==> src/rtl/apb_i2c_seq.sv <==
// apb_i2c_seq: APB master that drives an APB I2C master core through complete
// single-byte register accesses on an I2C device.
//   write: S dev/W, reg, data, P
//   read : S dev/W, reg, Sr dev/R, data (master NACK), P
// Optional feature: define APB_I2C_SEQ_TIMEOUT_EN to bound STATUS polling per
// byte to POLL_MAX reads (timeout -> STOP + core reset, rsp_err=11).
// Ports:
//   HCLK, HRESET        clock, synchronous active-high reset
//   req_valid/req_ready request handshake; req_ready high only in IDLE
//   req_rnw, req_dev_addr, req_reg_addr, req_wdata   request fields
//   rsp_valid           1-cycle completion pulse
//   rsp_rdata, rsp_err  read byte / status (00 ok, 01 NACK, 10 AL, 11 timeout)
//   PADDR..PENABLE      APB master outputs to the I2C core
//   PRDATA, PREADY      APB slave responses (PSLVERR ignored)
module apb_i2c_seq #(
  parameter logic [15:0] PRESCALE = 16'd99
`ifdef APB_I2C_SEQ_TIMEOUT_EN
  , parameter int unsigned POLL_MAX = 4096
`endif
) (
  input  logic        HCLK,
  input  logic        HRESET,
  input  logic        req_valid,
  output logic        req_ready,
  input  logic        req_rnw,
  input  logic [6:0]  req_dev_addr,
  input  logic [7:0]  req_reg_addr,
  input  logic [7:0]  req_wdata,
  output logic        rsp_valid,
  output logic [7:0]  rsp_rdata,
  output logic [1:0]  rsp_err,
  output logic [11:0] PADDR,
  output logic [31:0] PWDATA,
  output logic        PWRITE,
  output logic        PSEL,
  output logic        PENABLE,
  input  logic [31:0] PRDATA,
  input  logic        PREADY,
  input  logic        PSLVERR
);

  typedef enum logic [3:0] {
    S_INIT_PRE, S_INIT_CTRL, S_IDLE, S_TX_WR, S_CMD_WR, S_POLL, S_RX_RD,
    S_STOP_WR, S_STOP_POLL, S_DONE
`ifdef APB_I2C_SEQ_TIMEOUT_EN
    , S_TO_STO, S_TO_DIS, S_TO_EN
`endif
  } state_t;

  state_t      r_state;
  logic        r_rnw;
  logic [6:0]  r_dev;
  logic [7:0]  r_reg;
  logic [7:0]  r_wdata;
  logic [2:0]  r_step;
`ifdef APB_I2C_SEQ_TIMEOUT_EN
  logic [15:0] r_poll;
`endif

  logic [7:0]  w_tx, w_cmd;
  logic [2:0]  w_last;
  logic        w_rd_op;
  logic [11:0] w_addr;
  logic [31:0] w_wdata;
  logic        w_write;
  logic        w_unused_apb;

  assign w_unused_apb = &{1'b0, PSLVERR, PRDATA[31:8]};

  // Byte sequence table; read step 3 is the receive command (no TX byte).
  always_comb begin
    w_tx  = 8'h00;
    w_cmd = 8'h00;
    case ({r_rnw, r_step})
      4'b0_000: begin w_tx = {r_dev, 1'b0}; w_cmd = 8'h90; end
      4'b0_001: begin w_tx = r_reg;         w_cmd = 8'h10; end
      4'b0_010: begin w_tx = r_wdata;       w_cmd = 8'h50; end
      4'b1_000: begin w_tx = {r_dev, 1'b0}; w_cmd = 8'h90; end
      4'b1_001: begin w_tx = r_reg;         w_cmd = 8'h10; end
      4'b1_010: begin w_tx = {r_dev, 1'b1}; w_cmd = 8'h90; end
      4'b1_011: begin w_tx = 8'h00;         w_cmd = 8'h68; end
      default:  begin w_tx = 8'h00;         w_cmd = 8'h00; end
    endcase
  end

  assign w_last  = r_rnw ? 3'd3 : 3'd2;
  assign w_rd_op = r_rnw && (r_step == 3'd3);

  // APB transfer issued by each bus-owning state.
  always_comb begin
    w_addr  = 12'h000;
    w_wdata = 32'h0;
    w_write = 1'b0;
    case (r_state)
      S_INIT_PRE:  begin w_addr = 12'h000; w_wdata = {16'h0, PRESCALE}; w_write = 1'b1; end
      S_INIT_CTRL: begin w_addr = 12'h004; w_wdata = 32'h80;            w_write = 1'b1; end
      S_TX_WR:     begin w_addr = 12'h010; w_wdata = {24'h0, w_tx};     w_write = 1'b1; end
      S_CMD_WR:    begin w_addr = 12'h014; w_wdata = {24'h0, w_cmd};    w_write = 1'b1; end
      S_POLL:      w_addr = 12'h00C;
      S_RX_RD:     w_addr = 12'h008;
      S_STOP_WR:   begin w_addr = 12'h014; w_wdata = 32'h40;            w_write = 1'b1; end
      S_STOP_POLL: w_addr = 12'h00C;
`ifdef APB_I2C_SEQ_TIMEOUT_EN
      S_TO_STO:    begin w_addr = 12'h014; w_wdata = 32'h40;            w_write = 1'b1; end
      S_TO_DIS:    begin w_addr = 12'h004; w_wdata = 32'h00;            w_write = 1'b1; end
      S_TO_EN:     begin w_addr = 12'h004; w_wdata = 32'h80;            w_write = 1'b1; end
`endif
      default: ;
    endcase
  end

  always_ff @(posedge HCLK) begin
    if (HRESET) begin
      r_state   <= S_INIT_PRE;
      PSEL      <= 1'b0;
      PENABLE   <= 1'b0;
      PWRITE    <= 1'b0;
      PADDR     <= 12'h000;
      PWDATA    <= 32'h0;
      req_ready <= 1'b0;
      rsp_valid <= 1'b0;
      rsp_rdata <= 8'h00;
      rsp_err   <= 2'b00;
      r_rnw     <= 1'b0;
      r_dev     <= 7'h00;
      r_reg     <= 8'h00;
      r_wdata   <= 8'h00;
      r_step    <= 3'd0;
`ifdef APB_I2C_SEQ_TIMEOUT_EN
      r_poll    <= 16'd0;
`endif
    end else begin
      rsp_valid <= 1'b0;
      case (r_state)
        S_IDLE: if (req_valid && req_ready) begin
          req_ready <= 1'b0;
          r_rnw     <= req_rnw;
          r_dev     <= req_dev_addr;
          r_reg     <= req_reg_addr;
          r_wdata   <= req_wdata;
          r_step    <= 3'd0;
          r_state   <= S_TX_WR;
        end
        S_DONE: begin
          req_ready <= 1'b1;
          r_state   <= S_IDLE;
        end
        default: begin
          // PSEL low means the previous transfer just ended: that cycle is the
          // mandatory one-cycle gap, so launch SETUP now.
          if (!PSEL) begin
            PSEL    <= 1'b1;
            PENABLE <= 1'b0;
            PADDR   <= w_addr;
            PWDATA  <= w_wdata;
            PWRITE  <= w_write;
          end else if (!PENABLE) begin
            PENABLE <= 1'b1;
          end else if (PREADY) begin
            PSEL    <= 1'b0;
            PENABLE <= 1'b0;
            case (r_state)
              S_INIT_PRE:  r_state <= S_INIT_CTRL;
              S_INIT_CTRL: begin r_state <= S_IDLE; req_ready <= 1'b1; end
              S_TX_WR:     r_state <= S_CMD_WR;
              S_CMD_WR: begin
                r_state <= S_POLL;
`ifdef APB_I2C_SEQ_TIMEOUT_EN
                r_poll  <= 16'd0;
`endif
              end
              S_POLL: begin
                // AL is checked first so it wins over a same-read TIP=0.
                if (PRDATA[5]) begin
                  rsp_err   <= 2'b10;
                  rsp_rdata <= 8'h00;
                  rsp_valid <= 1'b1;
                  r_state   <= S_DONE;
                end else if (PRDATA[1]) begin
                  r_state <= S_POLL;
`ifdef APB_I2C_SEQ_TIMEOUT_EN
                  if (r_poll == 16'(POLL_MAX - 1)) r_state <= S_TO_STO;
                  else r_poll <= r_poll + 16'd1;
`endif
                end else if (PRDATA[7] && !w_rd_op) begin
                  r_state <= S_STOP_WR;
                end else if (r_step == w_last) begin
                  if (r_rnw) r_state <= S_RX_RD;
                  else begin
                    rsp_err   <= 2'b00;
                    rsp_rdata <= 8'h00;
                    rsp_valid <= 1'b1;
                    r_state   <= S_DONE;
                  end
                end else begin
                  r_step  <= r_step + 3'd1;
                  r_state <= (r_rnw && r_step == 3'd2) ? S_CMD_WR : S_TX_WR;
                end
              end
              S_RX_RD: begin
                rsp_rdata <= PRDATA[7:0];
                rsp_err   <= 2'b00;
                rsp_valid <= 1'b1;
                r_state   <= S_DONE;
              end
              S_STOP_WR: r_state <= S_STOP_POLL;
              S_STOP_POLL: if (!PRDATA[6]) begin
                rsp_rdata <= 8'h00;
                rsp_err   <= 2'b01;
                rsp_valid <= 1'b1;
                r_state   <= S_DONE;
              end
`ifdef APB_I2C_SEQ_TIMEOUT_EN
              S_TO_STO: r_state <= S_TO_DIS;
              S_TO_DIS: r_state <= S_TO_EN;
              S_TO_EN: begin
                rsp_rdata <= 8'h00;
                rsp_err   <= 2'b11;
                rsp_valid <= 1'b1;
                r_state   <= S_DONE;
              end
`endif
              default: r_state <= S_INIT_PRE;
            endcase
          end
        end
      endcase
    end
  end

endmodule
==> config.mk <==
export PLATFORM = sky130hd
export DESIGN_NAME = apb_i2c_seq
export DESIGN_NICKNAME = d
export VERILOG_FILES = /design/src/rtl/apb_i2c_seq.sv
export SDC_FILE = /design/constraint.sdc
export NUM_CORES = 1
export LEC_CHECK = 0
export BUFFER_PORTS_ARGS = -buffer_cell sky130_fd_sc_hd__buf_2
export CAP_MARGIN = 20
export CORE_MARGIN = 1.5
export CORE_UTILIZATION = 40
export CTS_BUF_LIST = sky130_fd_sc_hd__clkbuf_4
export CTS_CLUSTER_DIAMETER = 150
export DETAILED_ROUTE_END_ITERATION = 10
export PLACE_DENSITY = 0.77
export REMOVE_ABC_BUFFERS = 1
export SYNTH_ARGS = -nofsm -noshare
export SYNTH_HDL_FRONTEND = slang
export SYNTH_SLANG_ARGS = --single-unit
==> constraint.sdc <==
create_clock -name HCLK -period 1.8 [get_ports HCLK]
set_input_delay 0.27 -clock HCLK [delete_from_list [all_inputs] [get_ports HCLK]]
set_output_delay 0.27 -clock HCLK [all_outputs]
set_load 0.02 [all_outputs]
==> impl_metrics.env, run 1 <==
export IMPL_status="finished with violations"
export IMPL_violations="setup timing"
export IMPL_yosys_area_top_type_share_pct=36.58
export IMPL_drv_cap=0
export IMPL_path_class="flip-flop to flip-flop"
export IMPL_p_per_area_nw_per_um2=1141
export IMPL_hpwl_mm=6.046
export IMPL_gp_congestion=0.8792
export IMPL_min_path_type="primary input to flip-flop"
export IMPL_fmax_ghz=0.5484
export IMPL_synthFlopType="dfxtp_1"
export IMPL_dr_first_iter_drc_count=186
export IMPL_die_area_um2=8337
export IMPL_slew_viol_final=0
export IMPL_yosys_top_cells_count="nand2_1 (74), dfxtp_1 (57), a21oi_1 (47)"
export IMPL_hold_ws_ns=0.07430
export IMPL_cts_buffers=9
export IMPL_vdd_drop_max_v=0.0004787
export IMPL_tightest_slew_ns=0.5066
export IMPL_ant_nets=0
export IMPL_r2r_end="PWDATA[0]"
export IMPL_power_frac_seq_pct=34.1
export IMPL_ys_async_sr_fraction_pct=0
export IMPL_io_pins=120
export IMPL_vias_per_cell=5.138
export IMPL_post_drt_wl_per_cell_um=14.26
export IMPL_rr_worst_depth=8
export IMPL_start_util_pct=40.79
export IMPL_path_clk_slew_ns=0.10
export IMPL_period_minus_slack_ns=1.823
export IMPL_p_int_w=0.002720
export IMPL_num_fill_cells=782
export IMPL_cp_required_ns=2.13
export IMPL_synth_edf_count=0
export IMPL_fp_coreArea_um2=7647
export IMPL_htreeDepth=3
export IMPL_dp_cells=581
export IMPL_hp_start="PRDATA[0]"
export IMPL_first_global_vias=2780
export IMPL_insertion_delay_ns=0.40
export IMPL_portBuffers=61
export IMPL_worstSetupStartpointType="flip-flop"
export IMPL_rows=32
export IMPL_synth_top_area_cell="dfxtp_1"
export IMPL_r2r_start="r_step[0]"
export IMPL_switchingPower_w=0.001910
export IMPL_die_x_um=91.31
export IMPL_clockBufferDepth=2
export IMPL_finalSetupViolations=1
export IMPL_cts_tree="built"
export IMPL_power_frac_comb_pct=49.9
export IMPL_cp_max_fo=4
export IMPL_root_buffer="clkbuf_4"
export IMPL_drc=0
export IMPL_fin_area_um2=4059
export IMPL_cts_hold_buf=0
export IMPL_drive_above_1_share_pct=35.33
export IMPL_synth_area_leaders="dfxtp_1 (37%), nand2_1 (8.9%), buf_4 (8.2%), a21oi_1 (7.5%), o21ai_0 (3.2%)"
export IMPL_finalHoldViolations=0
export IMPL_instances_no_fill=603
export IMPL_crit_start="r_step[0]"
export IMPL_yosys_warnings=0
export IMPL_setup_tns_ns=-0.02348
export IMPL_period_share_pct=101.3
export IMPL_yosys_register_bits=57
export IMPL_ys_seq_area_share_pct=36.58
export IMPL_first_pass_iters=6
export IMPL_relSlewSlack_pct=66.19
export IMPL_worst_setup_path_end_kind="flip-flop"
export IMPL_layout_nets=563
export IMPL_power_switching_share_pct=41.26
export IMPL_die_h_um=91.31
export IMPL_track_usage_pct=19.82
export IMPL_grt_pass1_wl_mm=13.08
export IMPL_yosys_cell_types_count=59
export IMPL_rsz0062_at_grt="true"
export IMPL_whs_path_depth=3
export IMPL_timing_final_ws_setup_ns=-0.02348
export IMPL_pre_cts_ws_ns=-0.2224
export IMPL_routed_wl_mm=8.596
export IMPL_grt_max_degree=27
export IMPL_overflow=0
export IMPL_syn_area_per_cell_um2=7.957
export IMPL_min_to="rsp_rdata[0]"
export IMPL_syn_inst=392
export IMPL_fin_skew_ns=0.01444
export IMPL_r2r_slack_ns=-0.02
export IMPL_dr_total_vias=3098
export IMPL_num_antenna_cells=0
export IMPL_cts_sinks=57
export IMPL_mappedNetlistArea_um2=3119
export IMPL_antenna_found_initial=0
export IMPL_power_leakage_nw=1.682
export IMPL_placed_area_um2=3691
export IMPL_arrival_ns=2.15
export IMPL_synthMostInstantiatedCell="nand2_1"
export IMPL_synthToLayoutAreaGrowth_pct=30.12
export IMPL_pwr_share_clk_pct=16.0
power groups by stage:
stage	logic [W]	registers [W]	clock network, W
floorplan	0.00103	0.00179	0
global placement	0.00203	0.00158	0
detailed placement	0.00205	0.00158	0
CTS	0.00207	0.00155	0.000764
global route	0.00250	0.00160	0.000814
finish	0.00231	0.00158	0.000740
how the worst max path moves through the flow:
| stage | endpoint | slack (ns) | cells after the start |
|---|---|---|---|
| final | PWDATA[0] | -0.02 | 8 |
| after global routing | PWDATA[0] | -0.08 | 7 |
| after CTS | r_step[0] | -0.06 | 7 |
| after detailed placement | r_step[0] | -0.22 | 7 |
| after global placement | r_step[0] | -0.17 | 7 |
| after floorplan | r_dev[0] | -0.28 | 5 |
timing repair:
item	4_1_cts	5_1_grt
pin swaps	4	13
setup endpoints to repair	18	53
cloned	0	2
endpoints found under the hold margin	0	0
resized for setup	20	39
setup buffers	0	5
logic make-up (layout without fill, tap and decap cells):
kind of cell,Yosys count,count (layout),synth area share (%)
DFF,57,57,36.58
other,1,33,0.1202
buffers and inverters,62,139,12.55
muxes,3,3,0.9627
xor gates and xnor gates,1,1,0.2808
and+or+nand+nor,153,153,23.75
adders and majority gates,5,5,2.006
AOI/OAI and AO/OA,110,110,23.75
stage by stage:
step	power, W	util [%]
floorplan	0.002819	-
global placement	0.003612	48.27
detailed placement	0.003631	48.27
CTS	0.004387	50.41
global route	0.004909	53.08
finish	0.004630	53.08
routing by layer:
metal  GRT usage (%)  vias up  share of wire [%]
met5               0        -                  0
met4           7.813        0                1.7
met3           3.266       12                4.4
met2           33.08      106                 49
met1           25.35     1443                 44
li1                -     1537                  -
critical path: stages, from the launching register on:
cell      delay, ns
dfxtp_4        0.38
inv_2          0.07
buf_6          0.10
ha_4           0.14
nor3_2         0.05
or4b_4         0.48
nand2b_4       0.18
a211o_1        0.23
a31oi_1        0.12
cells in the final DEF, fill, tap and decap left out, types with 3 or more instances in the layout:
| master | count |
|---|---|
| clkbuf_4 | 10 |
| a21oi_2 | 3 |
| a21o_1 | 4 |
| a31oi_1 | 3 |
| nand3_1 | 16 |
| nand2b_1 | 5 |
| nor2_1 | 15 |
| buf_2 | 61 |
| o21ai_0 | 16 |
| dfxtp_1 | 50 |
| mux2i_1 | 3 |
| ha_4 | 4 |
| nand3b_1 | 3 |
| buf_4 | 49 |
| buf_6 | 6 |
| nor3_1 | 7 |
| o21ai_2 | 3 |
| a22o_1 | 3 |
| nor4_1 | 3 |
| nand2_1 | 74 |
| a21oi_1 | 45 |
| nor3_2 | 3 |
| dfxtp_4 | 5 |
| a222oi_1 | 6 |
| clkinv_1 | 3 |
| inv_1 | 4 |
| conb_1 | 33 |
cell type report:
cell class / count / area [um2] / share of cell area, %
Timing Repair Buffer: 118 / 785.8 / 19.36
Inverter: 6 / 22.52 / 0.5549
Sequential cell: 57 / 1162 / 28.64
Clock buffer: 10 / 75.07 / 1.850
Multi-Input combinational cell: 305 / 1862 / 45.87
Clock inverter: 5 / 23.77 / 0.5857
Tap cell: 102 / 127.6 / 3.144
No activity file was read; power rests on OpenSTA's default activity.
==> run 2: changes to the inputs <==
Settings changed: SKIP_LAST_GASP set to 1.
==> impl_metrics.env, run 2 (synthesis results as in run 1) <==
export IMPL_post_drt_wl_per_cell_um=14.09
export IMPL_worst_setup_path_end_kind="flip-flop"
export IMPL_rsz0062_at_grt="true"
export IMPL_mostFrequentLayoutCell="nand2_1"
export IMPL_die_area_um2=8337
export IMPL_hold_ws_ns=0.07450
export IMPL_dr_first_iter_drc_count=177
export IMPL_crit_path_max_incr_delay_ns=0.54
export IMPL_io_pins=120
export IMPL_finalSetupViolations=2
export IMPL_rows=32
export IMPL_portBuffers=61
export IMPL_grt_pass1_wl_mm=13.05
export IMPL_grt_max_degree=27
export IMPL_die_x_um=91.31
export IMPL_dp_cells=581
export IMPL_min_path_type="primary input to flip-flop"
export IMPL_vdd_drop_max_v=0.0004657
export IMPL_cp_required_ns=2.09
export IMPL_drive_above_1_share_pct=34.34
export IMPL_num_fill_cells=786
export IMPL_period_share_pct=103.6
export IMPL_path_clk_slew_ns=0.10
export IMPL_placed_area_um2=3691
export IMPL_fin_skew_ns=0.01386
export IMPL_timing_final_ws_setup_ns=-0.06409
export IMPL_antenna_found_initial=0
export IMPL_cts_buffers=9
export IMPL_htreeDepth=3
export IMPL_first_pass_iters=5
export IMPL_cts_sinks=57
export IMPL_layout_common_cells="nand2_1 (74), buf_2 (61), dfxtp_1 (50)"
export IMPL_cts_hold_buf=0
export IMPL_insertion_delay_ns=0.40
export IMPL_ant_nets=0
export IMPL_slowest_stage="or4_4"
export IMPL_die_h_um=91.31
export IMPL_finalHoldViolations=0
export IMPL_clockBufferDepth=2
export IMPL_fp_coreArea_um2=7647
export IMPL_worstSetupStartpointType="flip-flop"
export IMPL_violations="setup timing"
export IMPL_overflow=0
export IMPL_path_class="flip-flop to flip-flop"
export IMPL_routed_wl_mm=8.453
export IMPL_cp_max_fo=4
export IMPL_status="finished with violations"
export IMPL_worstPathCellList="ha_4, ha_4, a21boi_2, or2_4, or4_4, a21oi_2, a21oi_2"
export IMPL_root_buffer="clkbuf_4"
export IMPL_start_util_pct=40.79
export IMPL_synthToLayoutAreaGrowth_pct=28.76
export IMPL_p_per_area_nw_per_um2=1131
export IMPL_track_usage_pct=19.78
export IMPL_first_global_vias=2778
export IMPL_r2r_slack_ns=-0.06
export IMPL_gp_congestion=0.8792
export IMPL_power_leakage_nw=1.662
export IMPL_instances_no_fill=600
export IMPL_hpwl_mm=6.046
export IMPL_period_minus_slack_ns=1.864
export IMPL_num_antenna_cells=0
export IMPL_cts_tree="built"
export IMPL_fin_area_um2=4016
export IMPL_drv_cap=0
export IMPL_fmax_ghz=0.5365
export IMPL_drc=0
export IMPL_arrival_ns=2.16
export IMPL_dr_total_vias=3065
export IMPL_layout_nets=560
export IMPL_slew_viol_final=0
export IMPL_vias_per_cell=5.108
-- run 2: cell count changes in the layout (fill, tap and decap cells not counted), sizes merged --
cell,previous run,this run
buf,117,114
-- run 2: path summary, 6_finish.rpt --
kind	start	depth (start not counted)	to
worst max-delay path	r_step[0]	7	r_step[0]
worst min register to register	rsp_rdata[7]	2	rsp_rdata[7]
worst min-delay path	PRDATA[0]	3	rsp_rdata[0]
worst max register to register	r_step[0]	7	r_step[0]
-- run 2: through the flow --
step                      util [%]  setup slack [ns]  total power, W  setup TNS [ns]
after floorplan                  -           -0.2759        0.002819          -9.120
after global placement       48.27           -0.1666        0.003612         -0.7433
after detailed placement     48.27           -0.2224        0.003631         -0.9851
after CTS                    50.36          -0.05795        0.004387        -0.09716
after global routing         52.52          -0.08873        0.004822         -0.3072
final                        52.52          -0.06409        0.004541        -0.09835
-- run 2: worst max-delay path: cells and delay by family, from the launching register on --
kind,cells,cell delay [ns]
AND/OR/NAND/NOR,2,0.80
adder cells (fa/ha/maj),2,0.27
AO/OA/AOI/OAI,3,0.27
flip-flops,1,0.40
-- run 2: cell type report --
cell class	count	area [um2]	share of cell area, %
clock inverter	5	23.77	0.5919
sequential	57	1160	28.88
multi-input combinational	305	1852	46.11
clock buffer	10	75.07	1.869
timing repair buffer	115	755.7	18.82
tap	102	127.6	3.178
inverter	6	22.52	0.5607
-- run 2: report_power, final --
group,switching (W),internal [W],total [W]
combinational,0.00126,0.000967,0.00223
clock,0.000466,0.000276,0.000742
sequential,0.000144,0.00142,0.00157
total,0.00187,0.00267,0.00454
-- run 2: repair_timing --
action                                  CTS  global route
resized for setup                        19            36
gates cloned                              0             2
endpoints found under the setup margin   18            53
pin swaps                                 4            17
buffers inserted                          0             2
-- run 2: layer usage --
layer / track usage [%] / up-vias / part of all wire [%]
met2: 32.96 / 93 / 49
met1: 25.35 / 1432 / 45
met4: 7.813 / 0 / 1.5
met3: 3.266 / 11 / 4.2
met5: 0 / - / 0
li1: - / 1529 / -
